--- src/rtl/ro_puf_pkg.sv ---
// Shared types and parameter legality helpers for the ring-oscillator PUF core.
package ro_puf_pkg;

   typedef enum logic [2:0] {
      IDLE,
      CLEAR,
      RUN,
      SETTLE,
      CAPTURE,
      FAULT
   } state_t;

   localparam int CLEAR_CYC = 2;

   function automatic bit stages_ok(input int stages);
      return (stages >= 3) && ((stages % 2) == 1);
   endfunction

   function automatic bit sel_w_ok(input int sel_w, input int n_ro);
      return (n_ro >= 2) && (n_ro <= 256) && ((1 << sel_w) >= n_ro);
   endfunction

endpackage

--- src/rtl/ro_cell.sv ---
// One gated ring oscillator plus a saturating edge counter clocked by the ring itself.
// The loop is modelled as STAGES inversions of INV_DLY clk cycles each, so one half period is STAGES*INV_DLY.
module ro_cell
   import ro_puf_pkg::*;
#(
   parameter int STAGES  = 15,
   parameter int CNT_W   = 16,
   parameter int INV_DLY = 1
) (
   input  logic             clk,
   input  logic             rst_n,
   input  logic             ro_en,
   input  logic             cnt_clr_n,
   output logic [CNT_W-1:0] count
);

   localparam int HALF = STAGES * INV_DLY;
   localparam int HW   = (HALF > 1) ? $clog2(HALF) : 1;

   logic [HW-1:0] half_tmr;
   logic          ro_out;

   if (!stages_ok(STAGES) || (INV_DLY < 1)) begin : g_bad_cell
      $error("ro_cell: STAGES must be odd and >= 3, INV_DLY >= 1");
   end

   // The NAND gate parks the loop low whenever the enable is removed.
   always_ff @(posedge clk or negedge rst_n) begin
      if (!rst_n) begin
         ro_out   <= 1'b0;
         half_tmr <= HW'(HALF - 1);
      end else if (!ro_en) begin
         ro_out   <= 1'b0;
         half_tmr <= HW'(HALF - 1);
      end else if (half_tmr == '0) begin
         ro_out   <= ~ro_out;
         half_tmr <= HW'(HALF - 1);
      end else begin
         half_tmr <= half_tmr - 1'b1;
      end
   end

   always_ff @(posedge ro_out or negedge cnt_clr_n) begin
      if (!cnt_clr_n) begin
         count <= '0;
      end else if (count != '1) begin
         count <= count + 1'b1;
      end
   end

endmodule

--- src/rtl/ro_puf_core.sv ---
// Ring-oscillator PUF measurement core: races two selected cells for a fixed window
// and turns their edge-count comparison into one response bit.
// IDLE wait start | CLEAR zero selected counters | RUN window, two rings on
// SETTLE rings parked, counters quiet | CAPTURE done pulse | FAULT illegal challenge
module ro_puf_core
   import ro_puf_pkg::*;
#(
   parameter int              N_RO        = 16,
   parameter int              SEL_W       = 4,
   parameter int              STAGES      = 15,
   parameter int              CNT_W       = 16,
   parameter int              WIN_CYC     = 1024,
   parameter int              SETTLE_CYC  = 4,
   parameter logic [N_RO*8-1:0] INV_DLY_TBL = {N_RO{8'd1}}
) (
   input  logic               clk,
   input  logic               rst_n,
   input  logic               start,
   input  logic [2*SEL_W-1:0] challenge,
   output logic               busy,
   output logic               done,
   output logic               response,
   output logic               tie,
   output logic               err,
   output logic [CNT_W-1:0]   count_a,
   output logic [CNT_W-1:0]   count_b
);

   localparam int TMR_MAX = (WIN_CYC > SETTLE_CYC) ? WIN_CYC : SETTLE_CYC;
   localparam int TMR_W   = $clog2(TMR_MAX + 1);

   if (!stages_ok(STAGES) || !sel_w_ok(SEL_W, N_RO) || (WIN_CYC < 1) || (SETTLE_CYC < 2)) begin : g_bad_cfg
      $error("ro_puf_core: illegal parameter set");
   end

   state_t           state, state_d;
   logic [TMR_W-1:0] tmr, tmr_d;
   logic             tc, accept, capture_now, fault_now;
   logic [SEL_W-1:0] chal_a, chal_b, sel_a, sel_b;
   logic             chal_ok;
   logic [N_RO-1:0]  ro_en;
   logic [CNT_W-1:0] cnt [N_RO];
   logic [CNT_W-1:0] cnt_a, cnt_b;
   logic             frozen_raw, frozen_s1, frozen_s2;

   assign chal_a  = challenge[SEL_W-1:0];
   assign chal_b  = challenge[2*SEL_W-1:SEL_W];
   assign chal_ok = (chal_a != chal_b) && (32'(chal_a) < N_RO) && (32'(chal_b) < N_RO);
   assign tc      = (tmr == '0);
   assign busy    = (state == CLEAR) || (state == RUN) || (state == SETTLE) || (state == FAULT);

   always_ff @(posedge clk or negedge rst_n) begin
      if (!rst_n) begin
         state <= IDLE;
         tmr   <= '0;
      end else begin
         state <= state_d;
         tmr   <= tmr_d;
      end
   end

   always_comb begin
      state_d     = state;
      tmr_d       = tc ? tmr : tmr - 1'b1;
      accept      = 1'b0;
      capture_now = 1'b0;
      fault_now   = 1'b0;
      case (state)
         IDLE: begin
            if (start) begin
               accept = 1'b1;
               if (chal_ok) begin
                  state_d = CLEAR;
                  tmr_d   = TMR_W'(CLEAR_CYC - 1);
               end else begin
                  state_d = FAULT;
               end
            end
         end
         CLEAR: begin
            if (tc) begin
               state_d = RUN;
               tmr_d   = TMR_W'(WIN_CYC - 1);
            end
         end
         RUN: begin
            if (tc) begin
               state_d = SETTLE;
               tmr_d   = TMR_W'(SETTLE_CYC - 1);
            end
         end
         SETTLE: begin
            if (tc) begin
               state_d     = CAPTURE;
               capture_now = 1'b1;
            end
         end
         CAPTURE: state_d = IDLE;
         FAULT: begin
            state_d   = IDLE;
            fault_now = 1'b1;
         end
         default: state_d = IDLE;
      endcase
   end

   always_ff @(posedge clk or negedge rst_n) begin
      if (!rst_n) begin
         sel_a <= '0;
         sel_b <= '0;
      end else if (accept) begin
         sel_a <= chal_a;
         sel_b <= chal_b;
      end
   end

   for (genvar i = 0; i < N_RO; i++) begin : g_cell
      localparam logic [SEL_W-1:0] IDX = SEL_W'(i);
      logic hit;
      assign hit      = (sel_a == IDX) || (sel_b == IDX);
      assign ro_en[i] = (state == RUN) && hit;

      ro_cell #(
         .STAGES  (STAGES),
         .CNT_W   (CNT_W),
         .INV_DLY (int'(INV_DLY_TBL[i*8 +: 8]))
      ) u_cell (
         .clk       (clk),
         .rst_n     (rst_n),
         .ro_en     (ro_en[i]),
         .cnt_clr_n (rst_n & ~((state == CLEAR) && hit)),
         .count     (cnt[i])
      );
   end

   always_comb begin
      cnt_a = '0;
      cnt_b = '0;
      for (int i = 0; i < N_RO; i++) begin
         if (SEL_W'(i) == sel_a) cnt_a = cnt[i];
         if (SEL_W'(i) == sel_b) cnt_b = cnt[i];
      end
   end

   // Raised on the edge that parks the rings, so with SETTLE_CYC >= 2 the re-timed
   // copy is already high when the counters are sampled.
   assign frozen_raw = (state == SETTLE) || ((state == RUN) && tc);

   always_ff @(posedge clk or negedge rst_n) begin
      if (!rst_n) begin
         frozen_s1 <= 1'b0;
         frozen_s2 <= 1'b0;
      end else begin
         frozen_s1 <= frozen_raw;
         frozen_s2 <= frozen_s1;
      end
   end

   always_ff @(posedge clk or negedge rst_n) begin
      if (!rst_n) begin
         done     <= 1'b0;
         response <= 1'b0;
         tie      <= 1'b0;
         err      <= 1'b0;
         count_a  <= '0;
         count_b  <= '0;
      end else begin
         done <= capture_now | fault_now;
         if (capture_now && frozen_s2) begin
            count_a  <= cnt_a;
            count_b  <= cnt_b;
            response <= (cnt_a > cnt_b);
            tie      <= (cnt_a == cnt_b);
            err      <= 1'b0;
         end else if (fault_now) begin
            count_a  <= '0;
            count_b  <= '0;
            response <= 1'b0;
            tie      <= 1'b0;
            err      <= 1'b1;
         end
      end
   end

endmodule
--- config.mk ---
export PLATFORM = sky130hd
export DESIGN_NAME = ro_puf_core
export DESIGN_NICKNAME = d
export VERILOG_FILES = /design/src/rtl/ro_puf_pkg.sv /design/src/rtl/ro_cell.sv /design/src/rtl/ro_puf_core.sv
export SDC_FILE = /design/constraint.sdc
export NUM_CORES = 1
export LEC_CHECK = 0
export BUFFER_PORTS_ARGS = -buffer_cell sky130_fd_sc_hd__buf_4
export CAP_MARGIN = 20
export CELL_PAD_IN_SITES_DETAIL_PLACEMENT = 0
export CELL_PAD_IN_SITES_GLOBAL_PLACEMENT = 1
export CORE_ASPECT_RATIO = 2
export CORE_MARGIN = 8
export CORE_UTILIZATION = 50
export DETAILED_ROUTE_END_ITERATION = 10
export HOLD_SLACK_MARGIN = 0.06
export PLACE_DENSITY_LB_ADDON = 0.1
export SYNTH_ARGS = -nofsm -noshare
export SYNTH_HDL_FRONTEND = slang
export SYNTH_SLANG_ARGS = --single-unit
--- constraint.sdc ---
create_clock -name clk -period 6.8 [get_ports clk]
set_input_delay 1.36 -clock clk [delete_from_list [all_inputs] [get_ports clk]]
set_output_delay 1.36 -clock clk [all_outputs]
set_load 0.005 [all_outputs]
# [After elaboration in Yosys (flattened, before gate mapping)]
# Index checks and enable logic that the tools add are counted.
[word_totals] regBits=396 input_bits=11 output_inout_bits=37 elab_cells=442
[classes] n_addsub=33 order_cmp=1 eq_ne=102 muxes=121 n_bitwise=49 n_reduce_logical=76
[ops] op="16-bit 2-to-1 mux" count=35
[ops] op="16-bit by 1-bit adder with 16-bit output (second input constant)" count=16
[ops] op="16-bit != test (second input constant)" count=16
[ops] op="4-bit 2-to-1 mux" count=32
[ops] op="4-bit logical NOT" count=18
[ops] op="4-bit equality test (first input constant)" count=16
[ops] op="4-bit equality test (second input constant)" count=16
[ops] op="4-bit by 1-bit subtractor with 4-bit output (second input constant)" count=16
[ops] op="11-bit 2-to-1 mux" count=5
[ops] op="1-bit 2-to-1 mux" count=42
[ops] op="2-bit != test (second input constant)" count=20
[ops] op="1-bit logical AND" count=34
[ops] op="11-bit case mux with 3 select lines" count=1
[ops] op="3-bit by 4-bit equality test with 1-bit output (first input constant)" count=8
[ops] op="4-bit by 3-bit equality test with 1-bit output (second input constant)" count=8
[ops] op="1-bit NOT" count=32
[ops] op="1-bit logical OR" count=20
[ops] op="1-bit AND" count=16
[ops] op="16-bit equality test" count=1
[ops] op="2-bit by 4-bit equality test with 1-bit output (first input constant)" count=4
[ops] op="4-bit by 2-bit equality test with 1-bit output (second input constant)" count=4
[ops] op="16-bit > comparator" count=1
[ops] op="3-bit 2-to-1 mux" count=5
[ops] op="3-bit case mux with 4 select lines" count=1
[ops] op="12 further kinds" count=15

# [Longest topological paths before layout]
# Gate-level depths: netlist (run 1).
[depth] depth_word=19 ltp_mapped=17 depth_no_buf=13

# [Hierarchy]
# From an unflattened synthesis (run 1), not the netlist that was laid out.
[unflattened] cells_unflattened=2702 hier_area_um2=25411.9
[by_module_without_submodules] module="ro_cell" instances=16 cells_per_inst=95 area_per_inst_um2=1056.0 seq_area_each_um2=529.3
[by_module_without_submodules] module="ro_puf_core" instances=1 cells_per_inst=1182 area_per_inst_um2=8515.7 seq_area_each_um2=1501.4

==> flow_metrics.py, run 1 <==
metrics = {
    "run_status": {
        "run_status": "completed",
    },
    "power_and_ir_drop": {
        "pwr-share-clk": 0.155,
        "ir_worst_vdd_v": 0.0002234,
        "power.switching_mw": 3.641,
        "cellInternalPower_mw": 2.506,
        "combPwrFrac": 0.640,
        "powerDensity_mw_per_mm2": 241.6,
        "power_frac_seq": 0.205,
        "power.share.switching": 0.5923,
        "leakage_nw": 10.32,
    },
    "logic_synthesis": {
        "netlist_area_mm2": 0.02389,
        "post_synth_cell_types": 80,
        "synth.net_count": 2681,
        "xor_and_xnor_fraction_of_the_mapped_netlist_area": 0.07038,
        "proportion_of_synthesized_area_in_mux_cells": 0.07065,
        "largest_family_of_logic_cells_by_synthesized_area": "simple AND/OR/NAND/NOR gates",
        "synth_async_sr_flop_share": 1.000,
        "ys.warnings.count": 0,
        "synthesis.instances": 2608,
        "synth-adder-area-share": 0.03247,
        "yosys_register_bits": 396,
        "simple_gate_area_share_of_the_yosys_netlist": 0.2158,
        "synth-edff-count": 0,
        "seq_area_frac_synth": 0.4173,
        "ys.flop_type": "sky130_fd_sc_hd__dfrtp_1",
        "synth_area_per_cell_um2": 9.161,
        "synth-compound-area-share": 0.1563,
    },
    "placement": {
        "io_buffer_count": 47,
        "place_hpwl_um": 80770,
        "place.detailed.instances": 3185,
        "gp_congestion": 1.079,
    },
    "worst_setup_path": {
        "category_of_the_worst_setup_path_launch_point": "register",
        "criticalPathCategory": "reg2reg",
        "cp_data_arrival_time_ns": 5.09,
        "max_stage_delay_ns": 0.89,
        "crit_buf_inv": 2,
        "worst_path_most_repeated_cell": "sky130_fd_sc_hd__nor2_1",
        "critical_path.top_delay_family": "compound AO/OA/AOI/OAI gates",
        "ff2ff_setup_slack_ns": 2.09,
        "timing.critical_path.required_ns": 7.18,
        "cp_max_fo": 53,
        "cp-end-kind": "register",
        "cell_by_cell_listing_of_the_critical_path": "clkinv_1 > buf_4 > nor2_1 > a222oi_1 > a21oi_1 > a2bb2oi_1 > ha_1 > nand4_1 > nor2_1 > and4_1 > o221ai_1 > and4b_1 > o21ai_0",
        "cpMaxStageDelayCell": "sky130_fd_sc_hd__dfrtp_4",
    },
    "clock_tree": {
        "cts.reportedPaths.clkPinSlew_ns": 0.08,
        "tritoncts": "yes",
        "cts_inserted_buffers": 17,
        "clock-root-buffer": "sky130_fd_sc_hd__clkbuf_16",
        "worstSkewPairLatency_ns": 0.46,
        "buffer_levels_on_the_longest_clock_path": 2,
        "h-tree-depth": 4,
        "post_cts_buffers": 0,
        "hold_bufs_inserted_after_cts": 0,
        "post_cts_resize_count": 0,
    },
    "floorplan": {
        "io_pins": 48,
        "fp.coreArea_mm2": 0.04736,
        "die_w_um": 170.6,
        "initial_utilization": 0.5044,
        "chipHeight_um": 325.1,
        "placement_rows": 113,
        "floorplan.die_area_mm2": 0.05546,
    },
    "grt": {
        "groute.usage.overall": 0.3912,
        "grt_antenna_before_repair": 11,
        "largest_net_degree_at_the_start_of_global_routing": 98,
        "first_global_vias": 21477,
        "globalRouteOverflowTotal": 0,
        "grt_first_pass_wirelength_um": 154200,
    },
    "layout": {
        "stdcell_count": 3233,
        "drive_gt1_frac": 0.1096,
        "synthToLayoutAreaGrowth_pct": 6.478,
        "num-fill-cells": 4392,
        "most_common_cell_after_layout_fill_and_taps_aside": "sky130_fd_sc_hd__dfrtp_1",
        "nNetsFinal": 2652,
        "mostFrequentLayoutCells": "342 x sky130_fd_sc_hd__dfrtp_1, 231 x sky130_fd_sc_hd__nand2_1, 224 x sky130_fd_sc_hd__nor2_1",
    },
    "timing": {
        "worst_slew_margin_rel": 0.1662,
        "fmaxAchievable_ghz": 0.2123,
        "final_hold_viol_count": 0,
        "fin_crit_sh": 0.6926,
        "finalWorstPathRequiredPeriod_ns": 4.710,
        "tns_ns": 0,
        "maxSlewViolCount": 0,
        "setup_violations": 0,
        "unconstrained_endpoints": 256,
        "worstMarginPinSlew_ns": 1.238,
        "clock_skew_ns": 0.01445,
        "register_pins_left_without_a_clock": 256,
        "grt_setup_unrepaired": "false",
    },
    "run": {
        "drv.max_cap_violation_count": 0,
    },
    "routing": {
        "drt_first_pass_iters": 6,
        "detailedRoute.firstIterationViolations": 2430,
        "via_count": 22058,
        "drc_violation_count_after_routing": 0,
        "drt-total-wl_um": 107700,
        "post_drt_via_cell_ratio": 6.823,
        "postRouteAntennaNets": 0,
        "route.detailed.wl_per_inst_um": 33.31,
    },
    "min_path": {
        "hold_path.class": "reg2reg",
    },
}
==> metrics by stage <==
stage	setup slack [ns]	hold slack, ns	power (mW)	area [um^2]	utilization
floorplan	3.600	0.3312	3.309	23890	-
global placement	2.383	0.3470	4.896	24790	0.5233
detailed placement	2.490	0.3483	4.874	24790	0.5233
CTS	2.479	0.3752	5.843	25360	0.5353
global route	2.014	0.3805	6.299	25420	0.5366
finish	2.090	0.3759	6.147	25440	0.5371
==> routing by layer <==
metal / wire length (um) / global-route usage
met5: 44 / 0
met4: 10370 / 0.3179
met3: 8388 / 0.09793
met2: 52170 / 0.6389
met1: 36710 / 0.4208
==> layout make-up <==
type	count	area (um^2)	share of cell area
antenna	9	22.52	0.0008853
clock buffer	17	425.4	0.01672
clock inverter	15	143.9	0.005656
inverter	88	330.3	0.01298
multi-input combinational	1986	13050	0.5130
sequential	396	9987	0.3926
tap	632	790.8	0.03108
timing repair buffer	90	688.2	0.02705
==> flip-flops by register name, summed over array words and instances (netlist names), 4 cells and up <==
signal and count:
g_cell.u_cell.count 256, count_b 16, g_cell.u_cell.half_tmr 64, count_a 16, tmr 11, sel_b 4
sel_a 4, g_cell.u_cell.ro_out 16
==> power by group through the flow <==
stage / sequential, mW / clock (mW) / combinational, mW
6_report: 1.26 / 0.952 / 3.94
3_3_place_gp: 1.25 / 0 / 3.65
2_1_floorplan: 0.956 / 0 / 2.35
3_5_place_dp: 1.25 / 0 / 3.62
4_1_cts: 1.24 / 0.967 / 3.63
5_1_grt: 1.27 / 0.996 / 4.03
==> cells in the mapped netlist, types with 8 or more instances <==
cell	count	area [um^2]
sky130_fd_sc_hd__a21o_1	22	165.2
sky130_fd_sc_hd__o22ai_1	37	231.5
sky130_fd_sc_hd__o21ai_0	130	650.6
sky130_fd_sc_hd__and4_1	20	175.2
sky130_fd_sc_hd__nor3_1	82	410.4
sky130_fd_sc_hd__nand4_1	64	400.4
sky130_fd_sc_hd__o32ai_1	9	78.83
sky130_fd_sc_hd__nand3_1	151	755.7
sky130_fd_sc_hd__nand2b_1	31	193.9
sky130_fd_sc_hd__nor2_1	225	844.6
sky130_fd_sc_hd__nor4_1	17	106.4
sky130_fd_sc_hd__and3_1	40	250.2
sky130_fd_sc_hd__xnor2_1	155	1358
sky130_fd_sc_hd__ha_1	62	775.7
sky130_fd_sc_hd__a221oi_1	16	140.1
sky130_fd_sc_hd__a2bb2oi_1	12	105.1
sky130_fd_sc_hd__mux4_2	22	495.5
sky130_fd_sc_hd__o21a_1	34	255.2
sky130_fd_sc_hd__nand3b_1	23	172.7
sky130_fd_sc_hd__o211ai_1	9	67.56
sky130_fd_sc_hd__mux2i_1	64	640.6
sky130_fd_sc_hd__nor2b_1	58	362.9
sky130_fd_sc_hd__a41oi_1	9	78.83
sky130_fd_sc_hd__a22o_1	9	78.83
sky130_fd_sc_hd__a22oi_1	34	255.2
sky130_fd_sc_hd__inv_1	83	311.6
sky130_fd_sc_hd__nand2_1	231	867.1
sky130_fd_sc_hd__or3_1	8	50.05
sky130_fd_sc_hd__clkbuf_1	96	360.4
sky130_fd_sc_hd__and2_1	25	156.4
sky130_fd_sc_hd__a211oi_1	14	105.1
sky130_fd_sc_hd__a21oi_1	138	690.7
sky130_fd_sc_hd__mux2_2	49	551.8
sky130_fd_sc_hd__buf_2	24	120.1
sky130_fd_sc_hd__xor2_1	37	324.1
sky130_fd_sc_hd__dfstp_2	48	1261
sky130_fd_sc_hd__nor3b_1	12	90.09
sky130_fd_sc_hd__or2_2	13	81.33
sky130_fd_sc_hd__a31oi_1	22	137.6
sky130_fd_sc_hd__buf_1	17	63.81
sky130_fd_sc_hd__dfrtp_1	348	8708
==> worst register-to-register path, stage by stage, from the launching register on <==
cell                        delay (ns)
sky130_fd_sc_hd__dfrtp_4          0.89
sky130_fd_sc_hd__clkinv_1         0.24
sky130_fd_sc_hd__buf_4            0.29
sky130_fd_sc_hd__nor2_1           0.75
sky130_fd_sc_hd__a222oi_1         0.38
sky130_fd_sc_hd__a21oi_1          0.22
sky130_fd_sc_hd__a2bb2oi_1        0.70
sky130_fd_sc_hd__ha_1             0.27
sky130_fd_sc_hd__nand4_1          0.10
sky130_fd_sc_hd__nor2_1           0.14
sky130_fd_sc_hd__and4_1           0.23
sky130_fd_sc_hd__o221ai_1         0.10
sky130_fd_sc_hd__and4b_1          0.19
sky130_fd_sc_hd__o21ai_0          0.16
==> cells by family after synthesis <==
kind of cell             count (synthesis)
XOR/XNOR                               192
AND/OR/NAND/NOR                       1024
AO/OA/AOI/OAI                          573
flip-flops                             396
multiplexers                           135
buffers and inverters                  226
adder cells (fa/ha/maj)                 62
==> worst paths after layout <==
check	start	to	depth (start not counted)
worst max-delay path	sel_b[0]$_DFFE_PN0P_	response$_DFFE_PN0P_	13
worst min-delay path	frozen_s1$_DFF_PN0_	frozen_s2$_DFF_PN0_	0
worst max register to register	sel_b[0]$_DFFE_PN0P_	response$_DFFE_PN0P_	13
worst min register to register	frozen_s1$_DFF_PN0_	frozen_s2$_DFF_PN0_	0
max in group asynchronous	rst_n	g_cell[14].u_cell.ro_out$_DFFE_PN0P_	2
min in group asynchronous	rst_n	tmr[10]$_DFF_PN0_	1
Note: power is estimated with default switching activity, not from simulation.
==> inputs of run 2 (changes only) <==
Settings changed: CORE_UTILIZATION 50 to 45.
Clock period 6.8 ns to 3.8 ns, I/O delays scaled along.
==> flow_metrics.py, run 2 (same netlist as run 1, synthesis figures left out) <==
metrics = {
    "layout": {
        "num-fill-cells": 4911,
        "largest_register_ffs": 256,
        "mostFrequentLayoutCells": "341 x sky130_fd_sc_hd__dfrtp_1, 231 x sky130_fd_sc_hd__nand2_1, 228 x sky130_fd_sc_hd__buf_4",
        "register_area_mm2": 0.009988,
        "drive_gt1_frac": 0.1657,
        "postLayoutCoreUtil": 0.5131,
        "synthToLayoutAreaGrowth_pct": 12.88,
        "top_regs": "g_cell.u_cell.count x256, g_cell.u_cell.half_tmr x64",
        "regMostFlops": "g_cell.u_cell.count",
        "nNetsFinal": 2812,
        "area_of_the_multi_input_gates_mm2": 0.01312,
        "most_common_cell_after_layout_fill_and_taps_aside": "sky130_fd_sc_hd__dfrtp_1",
    },
    "timing": {
        "worstMarginPinSlew_ns": 1.247,
        "final_hold_viol_count": 0,
        "tns_ns": 0,
        "finalWorstPathRequiredPeriod_ns": 3.785,
        "maxSlewViolCount": 0,
        "fmaxAchievable_ghz": 0.2642,
        "grt_setup_unrepaired": "false",
        "fin_crit_sh": 0.9962,
        "register_pins_left_without_a_clock": 256,
        "setup_violations": 0,
        "unconstrained_endpoints": 256,
        "worst_slew_margin_rel": 0.1687,
        "clock_skew_ns": 0.02137,
    },
    "worst_setup_path": {
        "cp_max_fo": 18,
        "cell_by_cell_listing_of_the_critical_path": "buf_12 > mux4_2 > nand2_1 > o221ai_1 > o2bb2ai_1 > ha_1 > nand4_1 > nor2_1 > and4_1 > o221ai_1 > and4b_1 > o21ai_0",
        "worst_reg_to_reg_cells": 12,
        "criticalPathCategory": "reg2reg",
        "worst_path_most_repeated_cell": "sky130_fd_sc_hd__o221ai_1",
        "critical_path.top_delay_family": "simple AND/OR/NAND/NOR gates",
        "cp_data_arrival_time_ns": 4.15,
        "category_of_the_worst_setup_path_launch_point": "register",
        "critical_path.reg2reg.startpoint": "sel_a[1]$_DFFE_PN0P_",
        "timing.critical_path.required_ns": 4.17,
        "max_stage_delay_ns": 0.62,
        "cp-end-kind": "register",
        "critical_path.reg2reg.endpoint": "response$_DFFE_PN0P_",
        "ff2ff_setup_slack_ns": 0.01,
        "crit_buf_inv": 1,
        "cpMaxStageDelayCell": "sky130_fd_sc_hd__dfrtp_4",
    },
    "clock_tree": {
        "buffer_levels_on_the_longest_clock_path": 2,
        "worstSkewPairLatency_ns": 0.47,
        "h-tree-depth": 4,
        "hold_bufs_inserted_after_cts": 0,
        "clock-root-buffer": "sky130_fd_sc_hd__clkbuf_16",
        "cts.reportedPaths.clkPinSlew_ns": 0.09,
        "cts_inserted_buffers": 17,
        "tritoncts": "yes",
    },
    "routing": {
        "post_drt_via_cell_ratio": 6.582,
        "drt_first_pass_iters": 6,
        "route.detailed.wl_per_inst_um": 33.58,
        "drt-total-wl_um": 115000,
        "postRouteAntennaNets": 0,
        "detailedRoute.firstIterationViolations": 2271,
        "via_count": 22551,
        "drc_violation_count_after_routing": 0,
    },
    "grt": {
        "largest_net_degree_at_the_start_of_global_routing": 70,
        "grt_first_pass_wirelength_um": 165100,
        "globalRouteOverflowTotal": 0,
        "groute.usage.overall": 0.3832,
        "first_global_vias": 22544,
        "grt_antenna_before_repair": 13,
    },
    "floorplan": {
        "floorplan.die_area_mm2": 0.06117,
        "die_w_um": 178.9,
        "placement_rows": 119,
        "chipHeight_um": 341.9,
        "io_pins": 48,
        "initial_utilization": 0.4546,
        "fp.coreArea_mm2": 0.05256,
    },
    "placement": {
        "io_buffer_count": 47,
        "place_hpwl_um": 89940,
        "gp_congestion": 1.121,
    },
    "run": {
        "drv.max_cap_violation_count": 0,
    },
    "run_status": {
        "run_status": "completed",
    },
    "power_and_ir_drop": {
        "powerDensity_mw_per_mm2": 473.7,
        "ir_worst_vdd_v": 0.0004618,
        "leakage_nw": 11.19,
    },
    "min_path": {
        "hold_path.class": "in2async",
    },
}
==> run 2: cell count changes in the layout (fill, tap and decap cells not counted), sizes merged <==
cell,delta
clkinv,+3
clkinvlp,-1
inv,-2
clkbuf,+2
buf,+158
==> run 2: where the power goes <==
group	leakage [nW]	internal [mW]	switching, mW	total [mW]
combinational	5.81	3.19	5.81	9.00
sequential	5.08	1.62	0.336	1.96
clock	0.299	0.900	0.919	1.82
==> run 2: layer usage <==
metal / track usage / vias up / part of all wire
met4: 0.3448 / 12 / 0.11
met2: 0.6244 / 1162 / 0.48
met5: 0 / - / 0.00068
met1: 0.4008 / 11243 / 0.33
met3: 0.09378 / 456 / 0.071
li1: - / 9678 / -
==> run 2: cell type report <==
type / count / share of cell area
multi-input combinational: 1986 / 0.4865
sequential: 396 / 0.3704
timing repair buffer: 250 / 0.07646
tap: 665 / 0.03085
clock buffer: 17 / 0.01577
inverter: 88 / 0.01225
clock inverter: 15 / 0.007006
antenna: 9 / 0.0008351
==> run 2: how the worst max path moves through the flow <==
stage	end	from	cells past startpoint	slack (ns)
global placement	response$_DFFE_PN0P_	sel_b[3]$_DFFE_PN0P_	12	-0.005
global route	response$_DFFE_PN0P_	sel_b[1]$_DFFE_PN0P_	12	0.006
CTS	response$_DFFE_PN0P_	sel_b[3]$_DFFE_PN0P_	12	0.05
floorplan	response$_DFFE_PN0P_	sel_a[0]$_DFFE_PN0P_	14	0.60
finish	response$_DFFE_PN0P_	sel_a[1]$_DFFE_PN0P_	12	0.01
detailed placement	response$_DFFE_PN0P_	sel_b[2]$_DFFE_PN0P_	14	0.009
==> run 2: timing repair <==
action	in CTS	in global routing
resized for setup	1	16
setup endpoints to repair	1	2
cloned	0	0
pin swaps	0	1
buffers inserted	0	1
==> run 2: through the flow <==
step	hold WS, ns	setup slack, ns	power [mW]	instance area [um^2]	std cells
finish	0.2851	0.01451	12.78	26970	3426
global route	0.3393	0.005843	13.10	26950	3417
CTS	0.3218	0.04900	12.25	26810	3409
detailed placement	0.3397	0.008623	10.38	26200	3377
global placement	0.3360	-0.005173	10.42	26200	3377
floorplan	0.3312	0.5998	5.922	23890	2608
